### src/rtl/epga_spi_pkg.sv
// Shared types and widths for the PLL SPI frame master.
package epga_spi_pkg;

  localparam int SPI_DATA_W  = 24;
  localparam int SPI_DEPTH_W = 8;

  typedef enum logic [2:0] {
    GAP,
    IDLE,
    SETUP,
    HIGH,
    LOW,
    HOLD
  } spi_state_t;

endpackage

### src/rtl/spi_half_tick.sv
// SCLK half-period timer: reloads on load, flags the last cycle of each phase.
module spi_half_tick #(
  parameter int CLK_DIV = 4
) (
  input  logic clk,
  input  logic rst_n,
  input  logic load,
  output logic tick
);

  localparam int CW = (CLK_DIV > 1) ? $clog2(CLK_DIV) : 1;

  logic [CW-1:0] cnt;

  always_ff @(posedge clk or negedge rst_n) begin
    if (!rst_n)          cnt <= '0;
    else if (load)       cnt <= CW'(CLK_DIV - 1);
    else if (cnt != '0)  cnt <= cnt - CW'(1);
  end

  assign tick = (cnt == '0);

endmodule

### src/rtl/spi_frame_master.sv
// Single-chip SPI master (mode 0): one frame per accepted request, CS rise is the latch strobe.
module spi_frame_master
  import epga_spi_pkg::*;
#(
  parameter int CLK_DIV = 4,
  parameter int CS_GAP  = 4,
  parameter int DATA_W  = SPI_DATA_W
) (
  input  logic                   clk,
  input  logic                   rst_n,
  input  logic                   spi_start,
  input  logic                   spi_dir,
  input  logic [DATA_W-1:0]      spi_data_tx,
  input  logic [SPI_DEPTH_W-1:0] spi_data_depth,
  output logic                   spi_ready,
  output logic [DATA_W-1:0]      spi_data_rx,
  output logic                   rx_valid,
  output logic                   spi_sclk,
  output logic                   spi_cs_n,
  output logic                   spi_mosi,
  input  logic                   spi_miso
);

  localparam int GW = (CS_GAP > 1) ? $clog2(CS_GAP) : 1;
  localparam logic [SPI_DEPTH_W-1:0] DW = SPI_DEPTH_W'(DATA_W);

  spi_state_t             state, state_nxt;
  logic [GW-1:0]          gap_cnt;
  logic                   armed, dir_q, accept, load, tick, frame_nxt;
  logic [SPI_DEPTH_W-1:0] n_clamp, bits_left;
  logic [DATA_W-1:0]      tx_sh, tx_sh_nxt, rx_sh;

  spi_half_tick #(.CLK_DIV(CLK_DIV)) u_tick (
    .clk   (clk),
    .rst_n (rst_n),
    .load  (load),
    .tick  (tick)
  );

  assign n_clamp = (spi_data_depth > DW) ? DW : spi_data_depth;
  // armed is low on the first IDLE cycle so upstream can swap data under a held start
  assign accept  = (state == IDLE) && armed && spi_start;

  always_comb begin
    state_nxt = state;
    load      = 1'b0;
    tx_sh_nxt = tx_sh;
    case (state)
      GAP:   if (gap_cnt == GW'(CS_GAP - 1)) state_nxt = IDLE;
      IDLE:  if (accept) begin
               // left-align so the MSB of the frame is always tx_sh[DATA_W-1]
               tx_sh_nxt = spi_data_tx << (DW - n_clamp);
               if (n_clamp == '0) state_nxt = GAP;
               else begin
                 state_nxt = SETUP;
                 load      = 1'b1;
               end
             end
      SETUP: if (tick) begin
               state_nxt = HIGH;
               load      = 1'b1;
             end
      HIGH:  if (tick) begin
               load = 1'b1;
               if (bits_left == SPI_DEPTH_W'(1)) state_nxt = HOLD;
               else begin
                 state_nxt = LOW;
                 tx_sh_nxt = tx_sh << 1;
               end
             end
      LOW:   if (tick) begin
               state_nxt = HIGH;
               load      = 1'b1;
             end
      HOLD:  if (tick) state_nxt = GAP;
      default: state_nxt = GAP;
    endcase
  end

  assign frame_nxt = (state_nxt == SETUP) || (state_nxt == HIGH) ||
                     (state_nxt == LOW)   || (state_nxt == HOLD);

  always_ff @(posedge clk or negedge rst_n) begin
    if (!rst_n) begin
      state       <= GAP;
      gap_cnt     <= '0;
      armed       <= 1'b0;
      dir_q       <= 1'b0;
      bits_left   <= '0;
      tx_sh       <= '0;
      rx_sh       <= '0;
      spi_data_rx <= '0;
      rx_valid    <= 1'b0;
      spi_ready   <= 1'b0;
      spi_sclk    <= 1'b0;
      spi_cs_n    <= 1'b1;
      spi_mosi    <= 1'b0;
    end else begin
      state   <= state_nxt;
      armed   <= (state == IDLE);
      tx_sh   <= tx_sh_nxt;
      gap_cnt <= (state == GAP && state_nxt == GAP) ? gap_cnt + GW'(1) : '0;

      if (accept) begin
        dir_q     <= spi_dir;
        bits_left <= n_clamp;
        rx_sh     <= '0;
      end
      // sample MISO on the edge that raises SCLK
      if (state != HIGH && state_nxt == HIGH) rx_sh <= {rx_sh[DATA_W-2:0], spi_miso};
      if (state == HIGH && tick) bits_left <= bits_left - SPI_DEPTH_W'(1);

      rx_valid <= 1'b0;
      if (state == HOLD && state_nxt == GAP && dir_q) begin
        spi_data_rx <= rx_sh;
        rx_valid    <= 1'b1;
      end

      spi_ready <= (state_nxt == IDLE);
      spi_sclk  <= (state_nxt == HIGH);
      spi_cs_n  <= !frame_nxt;
      spi_mosi  <= frame_nxt ? tx_sh_nxt[DATA_W-1] : 1'b0;
    end
  end

endmodule

### config.mk
export PLATFORM = sky130hd
export DESIGN_NAME = spi_frame_master
export DESIGN_NICKNAME = d
export VERILOG_FILES = /design/src/rtl/epga_spi_pkg.sv /design/src/rtl/spi_half_tick.sv /design/src/rtl/spi_frame_master.sv
export SDC_FILE = /design/constraint.sdc
export NUM_CORES = 1
export LEC_CHECK = 0
export BUFFER_PORTS_ARGS = -buffer_cell sky130_fd_sc_hd__buf_2
export CAP_MARGIN = 40
export CELL_PAD_IN_SITES_DETAIL_PLACEMENT = 1
export CELL_PAD_IN_SITES_GLOBAL_PLACEMENT = 1
export CORE_ASPECT_RATIO = 1.75
export CORE_MARGIN = 5
export CORE_UTILIZATION = 50
export DETAILED_ROUTE_END_ITERATION = 7
export PLACE_DENSITY = 0.83
export SYNTH_ARGS = -nofsm -noshare
export SYNTH_HDL_FRONTEND = slang
export SYNTH_SLANG_ARGS = --single-unit
### constraint.sdc
create_clock -name clk -period 3.4 [get_ports clk]
set_input_delay 0.68 -clock clk [delete_from_list [all_inputs] [get_ports clk]]
set_output_delay 0.68 -clock clk [all_outputs]
set_load 0.02 [all_outputs]
* Word-level counts from Yosys, hierarchy flattened
Index checks and enable logic that the tools add are counted. Widths: inputs -> output; s select.
Cells by class: multiplexer cells 26, $add $sub $neg 4, equal/unequal tests 16, reduce and logical (&&, ||, !) cells 23, magnitude comparators 1, shift operators 1
Operators by type and width (number):
- $mux 24 | 5
- $pmux 24 s2 | 1
- $mux 8 | 3
- $shl 24x8->24 | 1
- $mux 3 | 5
- $pmux 3 s5 | 1
- $eq 3x2->1 const B | 4
- $eq 3x3->1 const B | 4
- $reduce_bool 2->1 | 5
- $eq 8x1->1 const B | 1
- $gt 8x5->1 const B | 1
- $logic_not 8->1 | 1
- $mux 2 | 4
- $sub 5x8->8 const A | 1
- $sub 8x1->8 const B | 1
- $logic_and 1x1->1 | 7
- $eq 3x1->1 const B | 2
- $logic_not 3->1 | 2
- $mux 1 | 6
- $ne 2x2->1 const B | 3
- $reduce_and 4->1 | 1
- $logic_or 1x1->1 | 3
- $ne 3x2->1 const B | 1
- $reduce_or 3->1 | 1
- other kinds (7) | 7
Storage, ports and cells: output and inout port bits 29, bits of input ports 37, bits in registers 94

* Depth between registers and ports, before layout
Gate-level depths: netlist of run 1.
depth in word-level cells 11, mapped depth 13, mapped depth without buffers 11

* By module
A second synthesis of run 1 with hierarchy kept.
Unflattened totals: cells, all modules 531, area, all modules 5557.8 sq um
Modules (own cells, without submodules):
- spi_frame_master | sequential area each 2303.5 sq um, area each 5452.7 sq um, cells an instance 521, instances 1
- spi_half_tick | sequential area each 50.0 sq um, area each 105.1 sq um, cells an instance 10, instances 1

* Least setup slack after synthesis of run 1
OpenSTA, ideal clock, no wires.
path kind input port to flip-flop, start input port spi_data_depth[4], end register tx_sh[6], path slack 0.002 ns, stages 11, setup time 0.126 ns, data required time 3.274 ns, buffers on the path 3, arrival 3.273 ns, path through a2111o_1 buf_6 nor2_8 inv_4 ha_1 clkbuf_1 clkbuf_1 mux4_1 nand2_1 o31ai_1 a221o_1
On the way: cells in the longest elaborated chain, start to end 6
RTL lines:
- start: declaration | RTL line spi_frame_master.sv:14 | input logic [SPI_DEPTH_W-1:0] spi_data_depth,
- $gt 8x5->1 | RTL line spi_frame_master.sv:40 | assign n_clamp = (spi_data_depth > DW) ? DW : spi_data_depth;
- $mux 8 (*) | RTL line spi_frame_master.sv:40
- $sub 5x8->8 (*) | RTL line spi_frame_master.sv:52 | tx_sh_nxt = spi_data_tx << (DW - n_clamp);
- $shl 24x8->24 (*) | RTL line spi_frame_master.sv:52
- $mux 24 (*) | RTL line spi_frame_master.sv:50 | IDLE: if (accept) begin
- $pmux 24 s2 (*) | RTL line spi_frame_master.sv:48 | case (state)
- end signal: assignment | RTL line spi_frame_master.sv:101 | tx_sh <= tx_sh_nxt;
- end: declaration | RTL line spi_frame_master.sv:31 | logic [DATA_W-1:0] tx_sh, tx_sh_nxt, rx_sh;
Mark *: on every way between the ends. The rest lies on a longest branch, timed or not. The select of a mux whose other input is x is not followed. A chain may end at the register's enable or synchronous reset.

* Worst setup path after layout of run 1
start input port spi_data_depth[4], end register tx_sh[12]
The elaborated chain is that of the path after synthesis.

==> results of run 1 <==
## worst max-delay path, stage by stage
cell and delay, ns:
sky130_fd_sc_hd__buf_2 0.10, sky130_fd_sc_hd__buf_4 0.15, sky130_fd_sc_hd__a2111oi_4 0.38, sky130_fd_sc_hd__nand2_1 0.15, sky130_fd_sc_hd__ha_1 0.44, sky130_fd_sc_hd__buf_4 0.27
sky130_fd_sc_hd__nor3_1 0.09, sky130_fd_sc_hd__a211oi_1 0.48, sky130_fd_sc_hd__a21oi_1 0.27, sky130_fd_sc_hd__a221o_1 0.39
## worst min-delay path by stage
| stage | start | to | slack, ns | cells past startpoint |
|---|---|---|---|---|
| 2_1_floorplan | rst_n | armed$_DFF_PN0_ | 0.38 | 0 |
| 3_3_place_gp | gap_cnt[0]$_DFF_PN0_ | gap_cnt[0]$_DFF_PN0_ | 0.42 | 1 |
| 3_5_place_dp | gap_cnt[0]$_DFF_PN0_ | gap_cnt[0]$_DFF_PN0_ | 0.43 | 1 |
| 4_1_cts | rst_n | armed$_DFF_PN0_ | 0.32 | 1 |
| 5_1_grt | rst_n | gap_cnt[0]$_DFF_PN0_ | 0.36 | 1 |
| 6_report | rst_n | armed$_DFF_PN0_ | 0.32 | 1 |
## cell usage in the layout, fill, tap and decap left out, types with 7 or more instances in the layout
cell                        netlist  routed
sky130_fd_sc_hd__nand3_1         11      11
sky130_fd_sc_hd__buf_4            2      32
sky130_fd_sc_hd__buf_2           10      64
sky130_fd_sc_hd__nor3_1           7       7
sky130_fd_sc_hd__mux2_2           9       9
sky130_fd_sc_hd__mux2i_1         19      19
sky130_fd_sc_hd__and3_1           9       9
sky130_fd_sc_hd__dfrtp_1         93      93
sky130_fd_sc_hd__nor2_1          40      40
sky130_fd_sc_hd__nand2_1         41      41
sky130_fd_sc_hd__inv_1           10      10
sky130_fd_sc_hd__a31oi_1         11      11
sky130_fd_sc_hd__o21ai_0         16      16
sky130_fd_sc_hd__a22oi_1          8       8
sky130_fd_sc_hd__a21oi_1         23      23
sky130_fd_sc_hd__a22o_1          25      25
sky130_fd_sc_hd__clkbuf_16        0       9
sky130_fd_sc_hd__mux2_1          19      19
sky130_fd_sc_hd__a221o_1          8       8
## cell type report
cell class	count	area, sq um
fill	1131	4190
multi-input combinational	349	2700
sequential	94	2350
timing repair buffer	96	561
clock buffer	10	229
tap	127	159
clock inverter	6	62.6
inverter	11	43.8
## kinds of logic (layout without fill, tap and decap cells)
kind of cell / count (synthesis) / after routing / share of synthesized area [%]
and+or+nand+nor: 134 / 134 / 12.7
adders and majority gates: 5 / 5 / 1.19
buffers and inverters: 42 / 123 / 4.00
AOI/OAI and AO/OA: 149 / 149 / 22.0
muxes: 58 / 58 / 14.2
xor gates and xnor gates: 3 / 3 / 1.21
DFF: 94 / 94 / 44.7
## layer usage
metal,wire length [um],GRT usage (%),up-vias,share of wire (%)
li1,-,-,1985,-
met1,5570,26.9,2199,35
met2,8990,47.8,124,57
met3,466,3.17,48,2.9
met4,845,14.9,0,5.3
met5,0,0,-,0
## sequential cells by signal, indices dropped and copies added (netlist names), 2 cells and up
signal and cells:
rx_sh 24, bits_left 8, state 3, u_tick.cnt 2, tx_sh 24, spi_data_rx 24
gap_cnt 2
## power breakdown
group / internal [mW] / leakage (nW) / switching, mW
registers: 1.39 / 1.25 / 0.229
clock network: 0.567 / 0.134 / 0.421
logic: 0.473 / 1.58 / 0.664
## synth_stat cells, types with 5 or more instances
master / count
sky130_fd_sc_hd__a211oi_1: 5
sky130_fd_sc_hd__nand2_1: 41
sky130_fd_sc_hd__ha_1: 5
sky130_fd_sc_hd__dfrtp_1: 93
sky130_fd_sc_hd__o21ai_0: 16
sky130_fd_sc_hd__a22oi_2: 5
sky130_fd_sc_hd__buf_2: 10
sky130_fd_sc_hd__mux4_2: 6
sky130_fd_sc_hd__a22o_1: 25
sky130_fd_sc_hd__nand3_1: 11
sky130_fd_sc_hd__a31oi_1: 11
sky130_fd_sc_hd__nor3_1: 7
sky130_fd_sc_hd__and3_1: 9
sky130_fd_sc_hd__mux2_2: 9
sky130_fd_sc_hd__a21oi_1: 23
sky130_fd_sc_hd__inv_1: 10
sky130_fd_sc_hd__clkbuf_1: 15
sky130_fd_sc_hd__nor2b_1: 6
sky130_fd_sc_hd__mux2i_1: 19
sky130_fd_sc_hd__a221o_1: 8
sky130_fd_sc_hd__a22oi_1: 8
sky130_fd_sc_hd__nor2_1: 40
sky130_fd_sc_hd__mux2_1: 19
sky130_fd_sc_hd__o21ai_1: 6
==> impl.org, run 1 <==
** CTS
- No sink is reached through more buffers than the 2 on the longest clock path.
- Gates resized, CTS repair :: 0
- Maximum level of the CTS H-tree :: 3
- TritonCTS built the clock tree.
- Counting the buffers created by CTS gives 9.
- Post-CTS timing repair inserted 0 buffers for setup.
- Number of hold buffers added after CTS :: 0
- The cell sitting at the root of the clock tree is a sky130_fd_sc_hd__clkbuf_16.
- For this design, the sink count on the clock tree is 94.
- Insertion delay to the later sink of the worst-skew pair :: 0.34 ns
- Clock-pin slew was measured on the worst setup and hold paths at 0.07 ns.

** GRT
- Global-route wire length before repair :: 25600 um
- Grt ovf :: 0
- Via count of the first global-routing pass :: 4913
- Entering global routing, the biggest net connects 43 pins.
- Global routing used 25.9% of the available tracks across all layers.
- Number of antenna violations at the first check in global routing :: 0

** Die
- The floorplan has 49 rows.
- Measured along the y axis, the die boundary spans 146 um.
- 66 I/O pins were placed.
- Once the floorplan was initialized, standard cells occupied 51.1% of the core.
- Die Area :: 12800 sq um
- Horiz. Die Dim :: 87.5 um
- The core region is 10300 sq um.

** Detailed routing
- After detailed routing, the number of vias per cell comes to 6.29.
- Count of vias placed by the detailed router :: 4356
- Average wire per cell in the routed design :: 22.9 um
- The detail route stage leaves a number of antenna-violating nets equal to 0.
- Number of DRC markers in iteration 0 :: 224
- In the routed design, unresolved DRC markers number 0.
- Final WL :: 15900 um
- The first detailed-routing pass took 4 iterations.

** Critical path
- Along the worst path, the maximum fanout reaches 16.
- Endpoint of the most critical register-to-register path :: tx_sh[17]$_DFFE_PN0P_
- Reg-to-reg slack, setup :: 0.64 ns
- FF-to-FF path depth :: 8
- Critical setup path kind :: primary input to flip-flop
- The worst register-to-register path begins at state[1]$_DFF_PN0_.
- For the worst setup path, the data required time is 3.62 ns.
- Termination of the worst setup path :: tx_sh[12]$_DFFE_PN0P_
- The worst setup path is captured at a flip-flop.
- Critical path launch point type :: primary input
- Data arrival, critical path :: 3.40 ns
- Tracing the worst setup path back leads to its startpoint at spi_data_depth[4].

** Final layout
- The area growth from synthesis to layout is 16.1%.
- The number of antenna diodes in the final layout is 0.
- Cells fill 59.3% of the core in the end.
- # nets final :: 603
- Leaving out filler cells and counting taps, the final layout contains 693.
- With fillers left out, the area of the finished cells amounts to 6110 sq um.
- Of the cells placed in the final design, the portion with a size suffix greater than 1 is 27.4%.

** STA
- Final setup TNS :: 0 ns
- Worst Clk Skew :: 0.00730 ns
- Max-slew headroom at the worst pin :: 51.3%
- The final-report hold violation count is 0.
- The count of final max-slew check failures came to 0.
- Total of endpoints with negative setup slack in the final report :: 0
- Fin worst setup slack :: 0.220 ns
- Derived from the worst setup path, the maximum achievable clock frequency is 314 MHz.
- The final critical path takes up 93.5% of the cycle.
- At the pin with the least slew margin, the transition time is 0.716 ns.
- For the finished layout, the period the worst path requires is 3.18 ns.
- Worst Hold Slack :: 0.320 ns
- Setup repair after global routing left no endpoint under its margin.

** Place
- Instance area after placement :: 5810 sq um
- Detailed placement ended at an HPWL of 11600 um.
- Placement Setup Slack :: -0.148 ns
- Weighted congestion at the end of routability-driven global placement :: 0.906
- Count of buffers from port buffering :: 65
- In this run, placement finished with an instance count of 677.

** Synth
- After synthesis the cells add up to 5260 sq um.
- Synthesized net count :: 527
- The largest total area in the synthesized netlist belongs to sky130_fd_sc_hd__dfrtp_1.
- The share of the Yosys chip area taken by registers is 44.7%.
- For this run, the number of Yosys warnings is 0.
- Syn_area_per_cell :: 10.8 sq um
- Top cells by area in the synthesized netlist :: sky130_fd_sc_hd__dfrtp_1, sky130_fd_sc_hd__a22o_1, sky130_fd_sc_hd__mux2_1, sky130_fd_sc_hd__mux2i_1, sky130_fd_sc_hd__nand2_1
- Synthesis-stage register bit count :: 94
- For this run, asynchronously set or reset flops after synthesis account for 100%.
- Among all flip-flop cells after synthesis, the most frequent one is sky130_fd_sc_hd__dfrtp_1.
- Mapped Cells :: 485
- The share of synthesized area in the top cell type comes to 44.2%.
- Yosys mapped a number of flops with a built-in enable equal to 0.
- In this run, distinct cell masters in the synthesized netlist total 70.

** Power
- The design draws 3.74 mW.
- Pwr per Cell Area :: 613 nW/um^2
- IR analysis of the VDD net gives a maximum drop of 0.413 mV.
- For this design the static power due to leakage is 2.97 nW.

** Job
- Max-capacitance violation count :: 0

** Outcome
- Run status :: finished, final reports clean

** Hold path
- Classification of the worst-slack hold path :: primary input to async pin
Power figures use the tool's default switching activity.
==> inputs of run 2 (changes only) <==
Clock period 3.4 ns to 3.8 ns, I/O delays scaled along.
==> run 2 against run 1 <==
Against the previous run: first-iteration DRC count fell by 38%; worst hold slack improved by 0.11 ns; clock skew about the same.
==> impl.org, run 2 (synthesized netlist as in run 1, its figures left out) <==
** STA
- Worst-Margin Slew :: 0.740 ns (+0.0240 ns)
- Highest clock frequency the design can meet :: 306 MHz
- The final count of negative-setup-slack endpoints came to 0 (unchanged).
- Dividing the final minimum period by the clock period gives 86.0%.
- The total negative setup slack is 0 ns (unchanged).
- The final-report hold violation count came to 0 (unchanged).
- Worst Clk Skew :: 0.00691 ns (-0.000391 ns)
- Time the worst path needs with I/O delays and setup :: 3.27 ns
- Setup repair after global routing missed its margin :: false
- Slew Limit Fails :: 0 (unchanged)
- The remaining max-slew budget at the tightest pin was 50.7% (-0.66 points).

** Power
- The leakage component of the power came to 2.95 nW (-0.45%).
- Max rail drop VDD :: 0.415 mV (+0.61%)
- Total power draw :: 3.38 mW (-9.8%)
- The power per unit of standard cell area is 555 nW/um^2 (-9.4%).

** Die
- The total number of placement rows was 49 (unchanged).
- The boundary pin count is 66 (unchanged).
- The width of the die was 87.5 um (unchanged).
- The effective utilization at floorplan is 51.1% (unchanged).
- The area of the core came to 10300 sq um (unchanged).
- The chip height came to 146 um (unchanged).
- The area of the die was 12800 sq um (unchanged).

** Critical path
- By startpoint and endpoint, the worst setup path is classified as primary input to flip-flop.
- In this run the critical register-to-register path is captured at tx_sh[23]$_DFF_PN0_.
- Critical Path Fanout Max :: 25 (+9)
- Reg-to-reg slack, setup :: 0.88 ns (+0.24 ns)
- Critical path launch point type :: primary input
- Data arrival, critical path :: 3.50 ns (+0.10 ns)
- Required time of the critical path :: 4.03 ns (+0.41 ns)
- FF-to-FF path depth :: 10 (+2)
- Kind of end point of the critical path :: flip-flop
- The worst register-to-register path begins at u_tick.cnt[0]$_DFFE_PN0P_.

** Detailed routing
- The final wirelength is 15800 um (-0.57%).
- The starting DRC count in detailed routing was 139 (-38%).
- The number of nets with antenna violations after routing was 0 (unchanged).
- The number of vias after detailed routing was 4388 (+0.73%).
- DRT Pass-1 Iters :: 4 (unchanged)
- The average vias per placed instance was 6.40 (+1.8%).
- DRC violations left :: 0 (unchanged)
- Average wire per cell in the routed design :: 23.0 um (+0.44%)

** GRT
- The first-pass GRT wire length was 25600 um (about the same).
- The pin count of the biggest net entering global routing is 57 (+33%).
- The number of global-route vias before repair is 4808 (-2.1%).
- Grt ovf :: 0 (unchanged)
- Number of antenna violations at the first check in global routing :: 0 (unchanged)
- The overall routing resource usage was 25.9% (about the same).

** Final layout
- The net count reported at finish is 596 (-1.2%).
- The area of combinational cells with multiple inputs came to 2700 sq um (unchanged).
- The filler cell count in the final layout is 1143 (+1.1%).
- Register cell area after layout :: 2350 sq um (unchanged)
- The area growth from synthesis to layout is 15.6%.
- In the layout the commonest cells are sky130_fd_sc_hd__dfrtp_1, sky130_fd_sc_hd__buf_2, sky130_fd_sc_hd__nand2_1.
- Leading cell type in the layout, fill and taps excluded :: sky130_fd_sc_hd__dfrtp_1
- The final antenna diode count was 0 (unchanged).
- The fraction of layout instances using a drive strength above 1 was 26.7% (-0.73 points).
- Top Registers :: rx_sh x24, spi_data_rx x24, tx_sh x24

** Place
- The final weighted congestion of routability-driven global placement is 0.919 (+1.5%).
- DPL Wire Length :: 11500 um (-0.93%)
- The number of port buffers was 65 (unchanged).

** CTS
- The maximum buffer depth of the clock tree came to 2 (unchanged).
- Number of hold buffers added after CTS :: 0 (unchanged)
- The clock insertion delay at the later pin of the skew report was 0.35 ns (about the same).
- The clock sink count came to 94 (unchanged).
- Root buf cell :: sky130_fd_sc_hd__clkbuf_16
- TritonCTS clock tree :: built
- Post-CTS setup buffers :: 0 (unchanged)
- Maximum level of the CTS H-tree :: 3 (unchanged)
- CTS Buf Count :: 9 (unchanged)
- The clock-pin slew on the worst setup and hold paths was 0.07 ns (about the same).
- The post-cts resize count was 0 (unchanged).

** Hold path
- Along the worst hold path, the cell count comes to 1.
- Hold Path Origin :: gap_cnt[0]$_DFF_PN0_
- The tightest min-delay check is of the flip-flop to flip-flop type.
- The path with the worst hold slack has its endpoint at gap_cnt[0]$_DFF_PN0_.

** Job
- Max-capacitance violation count :: 0 (unchanged)

** Outcome
- The flow ran to the end, and the final reports show no timing, DRC or antenna violations.
-- run 2: changes by cell type in the layout (fill, tap and decap cells not counted), sizes merged --
cell,previous run,this run
buf,96,89
inv,11,14
clkinvlp,3,0
-- run 2: routing by layer --
layer / wire length (um) / GRT usage (%) / vias up
met2: 8610 / 46.4 / 146
li1: - / - / 1983
met3: 601 / 3.97 / 58
met5: 0 / 0 / -
met1: 5630 / 27.3 / 2201
met4: 935 / 16.1 / 0
-- run 2: critical path, stage by stage --
cell and delay [ns]:
sky130_fd_sc_hd__buf_2 0.14, sky130_fd_sc_hd__a2111o_1 0.50, sky130_fd_sc_hd__nor2_8 0.13, sky130_fd_sc_hd__inv_4 0.06, sky130_fd_sc_hd__ha_1 0.47, sky130_fd_sc_hd__buf_12 0.22, sky130_fd_sc_hd__nor3_1 0.08, sky130_fd_sc_hd__a211oi_1 0.46
sky130_fd_sc_hd__a21oi_1 0.28, sky130_fd_sc_hd__a221o_1 0.40
-- run 2: power breakdown --
group | switching, mW | internal, mW | leakage (nW)
combinational | 0.584 | 0.418 | 1.55
clock | 0.405 | 0.533 | 0.154
sequential | 0.192 | 1.24 | 1.25
total | 1.18 | 2.19 | 2.95
-- run 2: area by class of cell --
cell class,instances,share of cell area [%]
Timing Repair Buffer,89,8.56
Sequential cell,94,38.7
Multi-Input combinational cell,349,44.4
Inverter,11,0.720
Clock buffer,10,3.93
Clock inverter,6,1.09
Tap cell,127,2.61
-- run 2: stage by stage --
stage / hold WS [ns] / cell area [sq um] / setup WS (ns) / util, % / cells
after floorplan: 0.406 / 5260 / 0.322 / - / 485
after global placement: 0.417 / 5770 / 0.231 / 56.1 / 670
after detailed placement: 0.422 / 5770 / 0.211 / 56.1 / 670
after CTS: 0.433 / 6080 / 0.560 / 59.0 / 686
after global routing: 0.442 / 6080 / 0.348 / 59.0 / 686
final: 0.427 / 6080 / 0.531 / 59.0 / 686
-- run 2: worst max-delay path by stage --
stage | endpoint | slack, ns | from
5_1_grt | spi_data_rx[22]$_DFFE_PN0P_ | 0.35 | spi_data_depth[3]
3_3_place_gp | tx_sh[12]$_DFFE_PN0P_ | 0.23 | spi_data_depth[4]
6_report | tx_sh[12]$_DFFE_PN0P_ | 0.53 | spi_data_depth[4]
2_1_floorplan | tx_sh[6]$_DFFE_PN0P_ | 0.32 | spi_data_depth[4]
4_1_cts | tx_sh[12]$_DFFE_PN0P_ | 0.56 | spi_data_depth[4]
3_5_place_dp | tx_sh[12]$_DFFE_PN0P_ | 0.21 | spi_data_depth[4]
==> inputs of run 3 (changes only) <==
Settings changed: CELL_PAD_IN_SITES_DETAIL_PLACEMENT 1 to not set, CELL_PAD_IN_SITES_GLOBAL_PLACEMENT 1 to not set, CORE_UTILIZATION 50 to 60, GPL_ROUTABILITY_DRIVEN set to 0, PLACE_DENSITY 0.83 to 0.79.
==> run 3 against run 2 <==
Against the previous run: first-iteration DRC count increased by 100%; wire length fell by 18%; setup slack improved by 0.056 ns; die area decreased by 15%; worst hold slack worse by 0.024 ns; cell count is 2.3% lower; sequential power hardly changed; design area down 0.51%; clock skew about the same; power decreased by 0.16%; register-to-register slack improved by 0.03 ns; critical path type unchanged; largest cell class unchanged; largest power group unchanged.
==> impl.org, run 3 (synthesized netlist as in run 1, its figures left out) <==
** Critical path
- Gate family responsible for the most delay along the worst path :: compound AO/OA/AOI/OAI gates
- The worst setup path is launched from a primary input.
- Logic depth of the worst path, buffers included :: 10 (unchanged)
- FF-to-FF path depth :: 9 (-1)
- Critical Path, Cell by Cell :: buf_2, a2111o_1, nor2_8, inv_4, ha_1, buf_4, nor3_1, a211oi_1, a21oi_1, a221o_1
- Slowest library cell on the worst path :: sky130_fd_sc_hd__a2111o_1
- Delay of the slowest critical-path stage :: 0.50 ns (about the same)
- The peak fanout along the critical path came to 17 (-32%).
- Required time of the critical path :: 4.03 ns (about the same)
- Kind of end point of the critical path :: flip-flop
- Data arrival, critical path :: 3.44 ns (-0.06 ns)
- By startpoint and endpoint, the worst setup path is classified as primary input to flip-flop.
- The worst path buffer plus inverter count came to 3 (unchanged).

** CTS
- The maximum buffer depth of the clock tree was 2 (unchanged).
- The clock-pin slew on the worst setup and hold paths came to 0.06 ns (about the same).
- The clock insertion delay at the later pin of the skew report came to 0.34 ns (about the same).
- The total number of H-tree levels is 3 (unchanged).
- The number of hold-repair buffers added at the cts stage is 0 (unchanged).
- CTS Buf Count :: 9 (unchanged)
- Post-CTS setup buffers :: 0 (unchanged)
- Root buf cell :: sky130_fd_sc_hd__clkbuf_16
- # clock sinks :: 94 (unchanged)
- TritonCTS built the clock tree.
- Gates resized, CTS repair :: 0 (unchanged)

** Detailed routing
- DRT Pass-1 Iters :: 5 (+1)
- Met1 routed wirelength after detailed routing :: 4710 um (-16%)
- Met2 Wirelength :: 6920 um (-20%)
- The residual DRC count was 0 (unchanged).
- Highest metal layer used by the detailed router :: met4
- The met3 wirelength from detailed routing came to 603 um (+0.33%).
- The number of vias after detailed routing came to 4278 (-2.5%).
- The number of nets with antenna violations after routing was 0 (unchanged).
- Vias per inst :: 6.39 (-0.18%)
- The wire length per cell came to 19.4 um (-16%).
- The final wirelength is 13000 um (-18%).
- Number of DRC markers in iteration 0 :: 280 (+100%)

** GRT
- The overall routing resource usage came to 25.2% (-0.71 points).
- The number of global-route vias before repair is 4412 (-8.2%).
- Number of antenna violations at the first check in global routing :: 0 (unchanged)
- The pin count of the biggest net entering global routing came to 45 (-21%).
- The first-pass GRT wire length is 21000 um (-18%).
- The final global-route overflow total is 0 (unchanged).

** Final layout
- Filler-free cell count of the finished design :: 670 (-2.3%)
- Synth-to-layout area growth :: 15.0%
- The area of combinational cells with multiple inputs was 2700 sq um (unchanged).
- The filler cell count in the final layout is 674 (-41%).
- In the layout the commonest cells are sky130_fd_sc_hd__dfrtp_1, sky130_fd_sc_hd__buf_2, sky130_fd_sc_hd__nand2_1.
- Top Registers :: rx_sh x24, spi_data_rx x24, tx_sh x24
- Register cell area after layout :: 2350 sq um (unchanged)
- Ratio of cells with drive above 1 in the final layout :: 25.9% (-0.80 points)
- The final antenna diode count is 0 (unchanged).
- The net count reported at finish was 591 (-0.84%).
- The library cell used most frequently in the layout, excluding fill and tap cells, is sky130_fd_sc_hd__dfrtp_1.

** Power
- The leakage component of the power is 2.93 nW (-0.63%).
- Total power draw :: 3.37 mW (-0.16%)
- Pwr per Cell Area :: 557 nW/um^2 (+0.35%)
- The worst supply voltage drop on vdd came to 0.296 mV (-29%).

** Die
- Die Area :: 10800 sq um (-15%)
- Horiz. Die Dim :: 80.8 um (-7.7%)
- The chip height came to 134 um (-8.1%).
- Number of standard-cell rows in the floorplan :: 45 (-8.2%)
- IO Pins :: 66 (unchanged)
- Total core area :: 8610 sq um (-16%)
- Effective utilization at floorplan :: 61.1% (+10 points)

** Job
- The reported max-cap violation count is 0 (unchanged).

** Place
- Placed cells :: 655 (-2.2%)
- The HPWL after detailed placement is 9700 um (-16%).
- Count of buffers from port buffering :: 65 (unchanged)

** STA
- The maximum clock frequency is 311 MHz (+1.7%).
- The remaining max-slew budget at the tightest pin is 53.6% (+2.9 points).
- Final setup TNS :: 0 ns (unchanged)
- Worst Hold Slack :: 0.403 ns (-0.0237 ns)
- Slew Limit Fails :: 0 (unchanged)
- Worst Clk Skew :: 0.00658 ns (-0.000328 ns)
- Total count of hold-check failures in the final report :: 0 (unchanged)
- The clock period minus final worst setup slack came to 3.21 ns (-0.0560 ns).
- The share of the clock period used by the worst path is 84.6% (-1.5 points).
- Setup repair after global routing left no endpoint under its margin.
- The final count of negative-setup-slack endpoints was 0 (unchanged).
- The slew at the pin closest to its max-slew limit came to 0.688 ns (-0.0515 ns).

** Outcome
- The flow ran to the end, and the final reports show no timing, DRC or antenna violations.

** Hold path
- Classification of the worst-slack hold path :: primary input to async pin
## run 3: routing by layer
layer / up-vias / global-route usage [%]
li1: 1966 / -
met1: 2080 / 26.6
met2: 179 / 44.6
met3: 53 / 4.44
met4: 0 / 16.5
met5: - / 0
## run 3: worst reg2reg max path: stages (launching register included)
cell,delay [ns]
sky130_fd_sc_hd__dfrtp_1,0.39
sky130_fd_sc_hd__inv_1,0.06
sky130_fd_sc_hd__ha_1,0.32
sky130_fd_sc_hd__nand2_1,0.20
sky130_fd_sc_hd__nor2b_1,0.37
sky130_fd_sc_hd__nand2b_1,0.45
sky130_fd_sc_hd__and3_1,0.36
sky130_fd_sc_hd__a21oi_1,0.27
sky130_fd_sc_hd__and4_4,0.30
sky130_fd_sc_hd__a211oi_2,0.05
## run 3: report_power, final
part	leakage [nW]	internal, mW	switching, mW
logic	1.53	0.408	0.535
registers	1.25	1.24	0.185
clock network	0.161	0.638	0.360
## run 3: final timing paths
check | from | end | slack, ns
setup / recovery | spi_data_depth[4] | tx_sh[12]$_DFFE_PN0P_ | 0.59
hold / removal | rst_n | rx_sh[19]$_DFFE_PN0P_ | 0.40
setup reg to reg | u_tick.cnt[0]$_DFFE_PN0P_ | spi_mosi$_DFF_PN0_ | 0.91
hold reg to reg | gap_cnt[0]$_DFF_PN0_ | gap_cnt[0]$_DFF_PN0_ | 0.44
max in group asynchronous | rst_n | spi_data_rx[6]$_DFFE_PN0P_ | 2.63
min in group clk | gap_cnt[0]$_DFF_PN0_ | gap_cnt[0]$_DFF_PN0_ | 0.44
## run 3: area by class of cell
type	instances	area share [%]
Sequential cell	94	38.9
Clock buffer	9	3.72
Inverter	11	0.724
Tap cell	117	2.42
Timing Repair Buffer	84	7.78
Clock inverter	6	1.84
Multi-Input combinational cell	349	44.6
## run 3: per-stage QoR
step / cell area [sq um] / setup WS [ns] / utilization [%]
after floorplan: 5260 / 0.322 / -
after global placement: 5710 / 0.334 / 66.3
after detailed placement: 5710 / 0.252 / 66.3
after CTS: 6050 / 0.618 / 70.2
after global routing: 6050 / 0.452 / 70.2
final: 6050 / 0.587 / 70.2
